==> src/rtl/mdc_output_reorder.sv <==
// Output collector for the radix-4 MDC FFT: digit-reversed 4x8 frame in, natural-order bins out.
// Optional MDC_REORDER_OREG_EN registers the output stream (adds one cycle of first-bin latency).
module mdc_output_reorder #(
    parameter int NB     = 16,
    parameter int NPOINT = 32,
    parameter int LANES  = 4
) (
    input  logic                clk_i,
    input  logic                rst_ni,
    input  logic                rdy_mdc_i,
    input  logic [LANES*NB-1:0] dr_mdc_i,
    input  logic [LANES*NB-1:0] di_mdc_i,
    output logic [NB-1:0]       dr_o,
    output logic [NB-1:0]       di_o,
    output logic [4:0]          idx_o,
    output logic                valid_o,
    input  logic                ready_i,
    output logic                last_o,
    output logic                ovf_o,
    output logic                err_o
);
    typedef enum logic [1:0] {IDLE, CAP, DROP} cap_e;

    cap_e       st_q, st_d;
    logic [2:0] beat_q, beat_d;
    logic       wbank_q, wbank_d;
    logic       rbank_q, rbank_d;
    logic [1:0] full_q, full_d;
    logic [4:0] rcnt_q, rcnt_d;
    logic       ovf_q, ovf_d;
    logic       err_q, err_d;

    logic       wr_en;
    logic [2:0] wr_beat;
    logic       src_valid;
    logic       src_ready;
    logic       src_acc;
    logic       rel;
    logic       wfree;
    logic       set_full;

    logic [NB-1:0] mem_r [2][NPOINT];
    logic [NB-1:0] mem_i [2][NPOINT];
    logic [NB-1:0] rd_r;
    logic [NB-1:0] rd_i;

    function automatic logic [4:0] bitrev5(input logic [4:0] p);
        logic [4:0] r;
        for (int i = 0; i < 5; i++) begin
            r[i] = p[4-i];
        end
        return r;
    endfunction

    assign src_valid = full_q[rbank_q];
    assign src_acc   = src_valid & src_ready;
    assign rel       = src_acc & (rcnt_q == 5'd31);
    // a bank drained this very cycle may be refilled immediately
    assign wfree     = ~full_q[wbank_q] | (rel & (rbank_q == wbank_q));
    assign rd_r      = mem_r[rbank_q][rcnt_q];
    assign rd_i      = mem_i[rbank_q][rcnt_q];

    always_comb begin
        st_d     = st_q;
        beat_d   = beat_q;
        ovf_d    = ovf_q;
        err_d    = err_q;
        wr_en    = 1'b0;
        wr_beat  = beat_q;
        set_full = 1'b0;
        unique case (st_q)
            IDLE: begin
                if (rdy_mdc_i) begin
                    beat_d = 3'd1;
                    if (wfree) begin
                        wr_en   = 1'b1;
                        wr_beat = 3'd0;
                        st_d    = CAP;
                    end else begin
                        ovf_d = 1'b1;
                        st_d  = DROP;
                    end
                end
            end
            CAP: begin
                wr_en  = 1'b1;
                beat_d = beat_q + 3'd1;
                if (rdy_mdc_i) err_d = 1'b1;
                if (beat_q == 3'd7) begin
                    set_full = 1'b1;
                    st_d     = IDLE;
                end
            end
            DROP: begin
                beat_d = beat_q + 3'd1;
                if (rdy_mdc_i) err_d = 1'b1;
                if (beat_q == 3'd7) st_d = IDLE;
            end
            default: st_d = IDLE;
        endcase
    end

    always_comb begin
        full_d  = full_q;
        wbank_d = wbank_q;
        rbank_d = rbank_q;
        rcnt_d  = rcnt_q;
        if (src_acc) rcnt_d = rcnt_q + 5'd1;
        if (rel) begin
            full_d[rbank_q] = 1'b0;
            rbank_d         = ~rbank_q;
        end
        if (set_full) begin
            full_d[wbank_q] = 1'b1;
            wbank_d         = ~wbank_q;
        end
    end

    always_ff @(posedge clk_i or negedge rst_ni) begin
        if (!rst_ni) begin
            st_q    <= IDLE;
            beat_q  <= 3'd0;
            wbank_q <= 1'b0;
            rbank_q <= 1'b0;
            full_q  <= 2'b00;
            rcnt_q  <= 5'd0;
            ovf_q   <= 1'b0;
            err_q   <= 1'b0;
        end else begin
            st_q    <= st_d;
            beat_q  <= beat_d;
            wbank_q <= wbank_d;
            rbank_q <= rbank_d;
            full_q  <= full_d;
            rcnt_q  <= rcnt_d;
            ovf_q   <= ovf_d;
            err_q   <= err_d;
        end
    end

    // beat c, lane l lands on bin bitrev5({l, c})
    always_ff @(posedge clk_i) begin
        if (wr_en) begin
            for (int l = 0; l < LANES; l++) begin
                mem_r[wbank_q][bitrev5({2'(l), wr_beat})] <= dr_mdc_i[l*NB +: NB];
                mem_i[wbank_q][bitrev5({2'(l), wr_beat})] <= di_mdc_i[l*NB +: NB];
            end
        end
    end

    assign ovf_o = ovf_q;
    assign err_o = err_q;

`ifdef MDC_REORDER_OREG_EN
    logic          ov_q, ov_d;
    logic          ol_q, ol_d;
    logic [4:0]    oidx_q, oidx_d;
    logic [NB-1:0] odr_q, odr_d;
    logic [NB-1:0] odi_q, odi_d;

    assign src_ready = ~ov_q | ready_i;

    always_comb begin
        ov_d   = ov_q;
        ol_d   = ol_q;
        oidx_d = oidx_q;
        odr_d  = odr_q;
        odi_d  = odi_q;
        if (src_ready) begin
            ov_d = src_valid;
            if (src_valid) begin
                ol_d   = (rcnt_q == 5'd31);
                oidx_d = rcnt_q;
                odr_d  = rd_r;
                odi_d  = rd_i;
            end
        end
    end

    always_ff @(posedge clk_i or negedge rst_ni) begin
        if (!rst_ni) begin
            ov_q   <= 1'b0;
            ol_q   <= 1'b0;
            oidx_q <= 5'd0;
            odr_q  <= '0;
            odi_q  <= '0;
        end else begin
            ov_q   <= ov_d;
            ol_q   <= ol_d;
            oidx_q <= oidx_d;
            odr_q  <= odr_d;
            odi_q  <= odi_d;
        end
    end

    assign valid_o = ov_q;
    assign last_o  = ov_q & ol_q;
    assign idx_o   = oidx_q;
    assign dr_o    = odr_q;
    assign di_o    = odi_q;
`else
    assign src_ready = ready_i;
    assign valid_o   = src_valid;
    assign last_o    = src_valid & (rcnt_q == 5'd31);
    assign idx_o     = rcnt_q;
    assign dr_o      = src_valid ? rd_r : '0;
    assign di_o      = src_valid ? rd_i : '0;
`endif

endmodule

==> config.mk <==
export PLATFORM = sky130hd
export DESIGN_NAME = mdc_output_reorder
export DESIGN_NICKNAME = d
export VERILOG_FILES = /design/src/rtl/mdc_output_reorder.sv
export SDC_FILE = /design/constraint.sdc
export NUM_CORES = 2
export LEC_CHECK = 0
export BUFFER_PORTS_ARGS = -buffer_cell sky130_fd_sc_hd__buf_2
export CAP_MARGIN = 30
export CELL_PAD_IN_SITES_DETAIL_PLACEMENT = 1
export CELL_PAD_IN_SITES_GLOBAL_PLACEMENT = 1
export CORE_MARGIN = 1.5
export CORE_UTILIZATION = 48
export DETAILED_ROUTE_END_ITERATION = 8
export PLACE_DENSITY = 0.76
export SYNTH_ARGS = -nofsm -noshare
export SYNTH_HDL_FRONTEND = slang
export SYNTH_SLANG_ARGS = --single-unit
==> constraint.sdc <==
create_clock -name clk_i -period 9.1 [get_ports clk_i]
set_input_delay 0.455 -clock clk_i [delete_from_list [all_inputs] [get_ports clk_i]]
set_output_delay 0.455 -clock clk_i [all_outputs]
set_load 0.01 [all_outputs]
==> results by group <==
Status
  • Outcome: finished clean

Synthesis
  • Seq/Total Area, Yosys: 71.5%
  • Synth top area cells: edfxtp_1 71%, mux4_2 9.5%, mux2i_1 4.1%
  • #FFs+latches synth: 2064
  • Synth cell types: 61
  • Synth Flop Type: edfxtp_1
  • Synth top area share: 71.0%
  • Post-synth top area cell: edfxtp_1
  • Post-synth EDFFs: 2048
  • Post-Synthesis Mean Instance Area: 17.3 sq um
  • Synthesized area: 0.0866 sq mm
  • Synth warnings: 0
  • Post-Synthesis Cells: 4996
  • Async SR Flop Fraction: 0.775%
  • Post-Syn Nets: 5134

Global routing
  • GRT Util Overall: 27.6%
  • First-pass GRT wire length: 367 mm
  • Grt peak-use layer: met2
  • Number of global-route vias before repair: 53600
  • Grt total ovfl: 0
  • Pin count of the biggest net entering global routing: about 130
  • GR Util met3: 4.80%
  • Met1 Use GR: 35.2%
  • GRT met2 Usage: 47.0%
  • Initial antenna violation count: 19

Pwr
  • Part of the power in the clock network: 29.2%
  • Pint: 19000 uW
  • Sw frac: 33.3%
  • Switching pwr: 9480 uW
  • Sequential Power Share: 39.4%
  • Comb pwr share: between 30% and 40%
  • Pwr Density: 293 mW/mm^2
  • Total power: 28500 uW
  • Pleak: 0.0322 uW
  • Max VDD drop: 0.000330 V

Timing
  • Relative slew slack: 26.4%
  • Final Setup Violations: 0
  • Slew @ Worst Pin: 1100 ps
  • Hold Fails Final Rpt: 0
  • Final Cycle Share: 65.8%
  • Setup TNS: 0 ps
  • Skew final: 28.6 ps
  • Final Max Slew Viols: 0
  • Fmax: 0.167 GHz
  • Fin Hold WS: 50.2 ps
  • RSZ-0062 raised after global routing: no
  • Final worst setup slack: 3110 ps
  • Minimum clock period: approximately 6000 ps

Setup path
  • Crit path kind: reg -> out
  • Worst r2r src: idx_o[0]
  • Worst EP arrival: ~5500 ps
  • CP Data Required Time: 8650 ps
  • Worst-path maximum fanout: 116
  • Reg2Reg Setup Slack: 4010 ps
  • RR Endpoint: mem_r[0][417]
  • Endpoint class of the critical path: output pin
  • CP startpoint kind: flip-flop
  • R2R cell count: 9

Layout
  • Fin area: 0.0973 sq mm
  • Area delta synth->final: 12.3%
  • Fillers: 16200
  • Final #Nets: 5340
  • Layout cells sized above 1: 20.5%

Floorplan
  • Die height: 428 um
  • Chip width: approximately 430 um
  • I/O Pins: ~170
  • Core area: between 0.15 and 0.2 sq mm
  • Die area: ~0.18 sq mm
  • Initial Utilization: 48.4%
  • Row count: 155

Min path
  • Hold Path Stages: 2
  • Hold wc startpoint: dr_mdc_i[16]
  • Worst Hold End: mem_r[0][144]
  • Hold Crit Class: in -> reg

Place
  • Post-Place Cell Area: 0.0898 sq mm
  • Pre-CTS WS: 3940 ps
  • Routability cong.: 0.773
  • Post-DP HPWL: 145 mm
  • Port-buffer cells: 172

Clocking
  • Clock Tree Buf Depth: 3
  • Clock root cell: clkbuf_16
  • Post_cts resized: 0
  • CTS tree: done
  • H-tree depth: 4
  • Num CTS Buffers: 205
  • Num Clock Sinks: 2064
  • Worst skew pair latency: just under 900 ps
  • Worst-path clk slew: 60 ps

Detailed routing
  • Drt wl/cell: 32.5 um
  • DR iter-0 viols: between 5000 and 6000
  • Vias/cell: 6.42
  • Pre-Repair DR Iteration Count: 6
  • Via count: 49700
  • Residual DRC: 0
  • Final WL: 251 mm
  • Antenna Nets Post-Route: 0

Job
  • Max-Cap Viols: 0
[cells in the mapped netlist, drive strengths merged (34+ instances only)]
library cell / n
o22ai: 65
buf: 199
a21o: 194
o21ai: 509
mux4: 365
mux2: 123
mux2i: 359
a21oi: 42
a22oi: 81
inv: 106
nand3: 37
nand2: 319
edfxtp: 2048
nor2b: 81
nor3: 42
clkbuf: 166
nor2: 34
[metal layers]
metal	wire length [um]	vias to the layer above	share of wire (%)
met5	76	-	0.030
met4	10100	12	4.0
met3	20400	539	8.1
met2	127000	2373	51
met1	93500	26200	37
li1	-	20500	-
[flip-flops by register name, summed over array words and instances (netlist names)]
signal / flops
mem_i: 1024
full_q: 2
rbank_q: 1
wbank_q: 1
err_o: 1
st_q: 2
idx_o: 5
beat_q: 3
ovf_o: 1
mem_r: 1024
[critical path: stages, from the launching register on]
cell       delay (ps)
dfrtp_4           860
buf_12            720
buf_4             800
mux4_2            590
a221oi_1          360
a311oi_1           90
a2111oi_0         670
a211oi_1          190
buf_2             200
[through the flow]
stage / utilization (%) / cells
2_1_floorplan: - / 4996
3_3_place_gp: 50.1 / 7250
3_5_place_dp: 50.2 / 7263
4_1_cts: 54.3 / 7718
5_1_grt: 54.4 / 7728
6_report: 54.4 / 7729
[cell families (layout without fill, tap and decap cells)]
group / after synthesis / count (layout) / synth area share, %
buffers and inverters: 472 / 846 / 2.68
muxes: 847 / 847 / 15.2
DFF: 2064 / 2064 / 71.5
AOI/OAI and AO/OA: 1042 / 1042 / 7.54
xor gates and xnor gates: 7 / 7 / 0.0708
adders and majority gates: 6 / 6 / 0.0867
other: 0 / 4 / 0
and+or+nand+nor: 558 / 558 / 2.90
[worst max path at each step]
stage,startpoint,endpoint,slack [ps],depth (start not counted)
after detailed placement,idx_o[0],mem_r[0][417],3940,9
after global placement,rbank_q,di_o[13],4030,8
after floorplan,idx_o[3],mem_i[0][256],950,11
after CTS,rbank_q,di_o[13],3020,8
final,rbank_q,di_o[13],3110,8
after global routing,rbank_q,di_o[13],2840,8
[power by group through the flow]
stage	clock network, uW	registers (uW)	logic, uW
3_5_place_dp	0	11400	8780
2_1_floorplan	0	11200	5930
6_report	8310	11200	8920
4_1_cts	8390	11200	8890
3_3_place_gp	0	11400	8500
5_1_grt	8680	11200	9350
[cell type report]
| type | count | area, sq um | share of cell area, % |
|---|---|---|---|
| Antenna cell | 4 | 10.0 | 0.0103 |
| Clock buffer | 259 | 5420 | 5.57 |
| Clock inverter | 116 | 1050 | 1.08 |
| Inverter | 107 | 409 | 0.421 |
| Multi-Input combinational cell | 2460 | 22600 | 23.2 |
| Sequential cell | 2064 | 61900 | 63.7 |
| Tap cell | 2355 | 2950 | 3.03 |
| Timing Repair Buffer | 364 | 2910 | 2.99 |
[what timing repair did]
action / 4_1_cts / 5_1_grt
endpoints found under the hold margin: 378 / 0
buffers inserted: 0 / 0
hold buffers: 80 / 0
[cell usage in the layout, fill, tap and decap left out, types with 17 or more instances in the layout]
master         instances
nor2_1                21
mux4_2               365
clkbuf_1              50
dlygate4sd3_1         80
nor3_1                42
buf_4                 86
edfxtp_1            2048
a22oi_1               81
clkinv_2              30
nand3_1               37
nand2_1              316
a31oi_1               17
clkinv_1              53
and3_1                18
a21o_1               194
buf_2                173
o22ai_1               65
a221oi_1              17
mux2_2               123
inv_1                101
a311oi_1              18
a21oi_1               42
o21ai_0              508
mux2i_1              358
nor2b_1               78
clkbuf_16            209
Power figures use the tool's default switching activity.
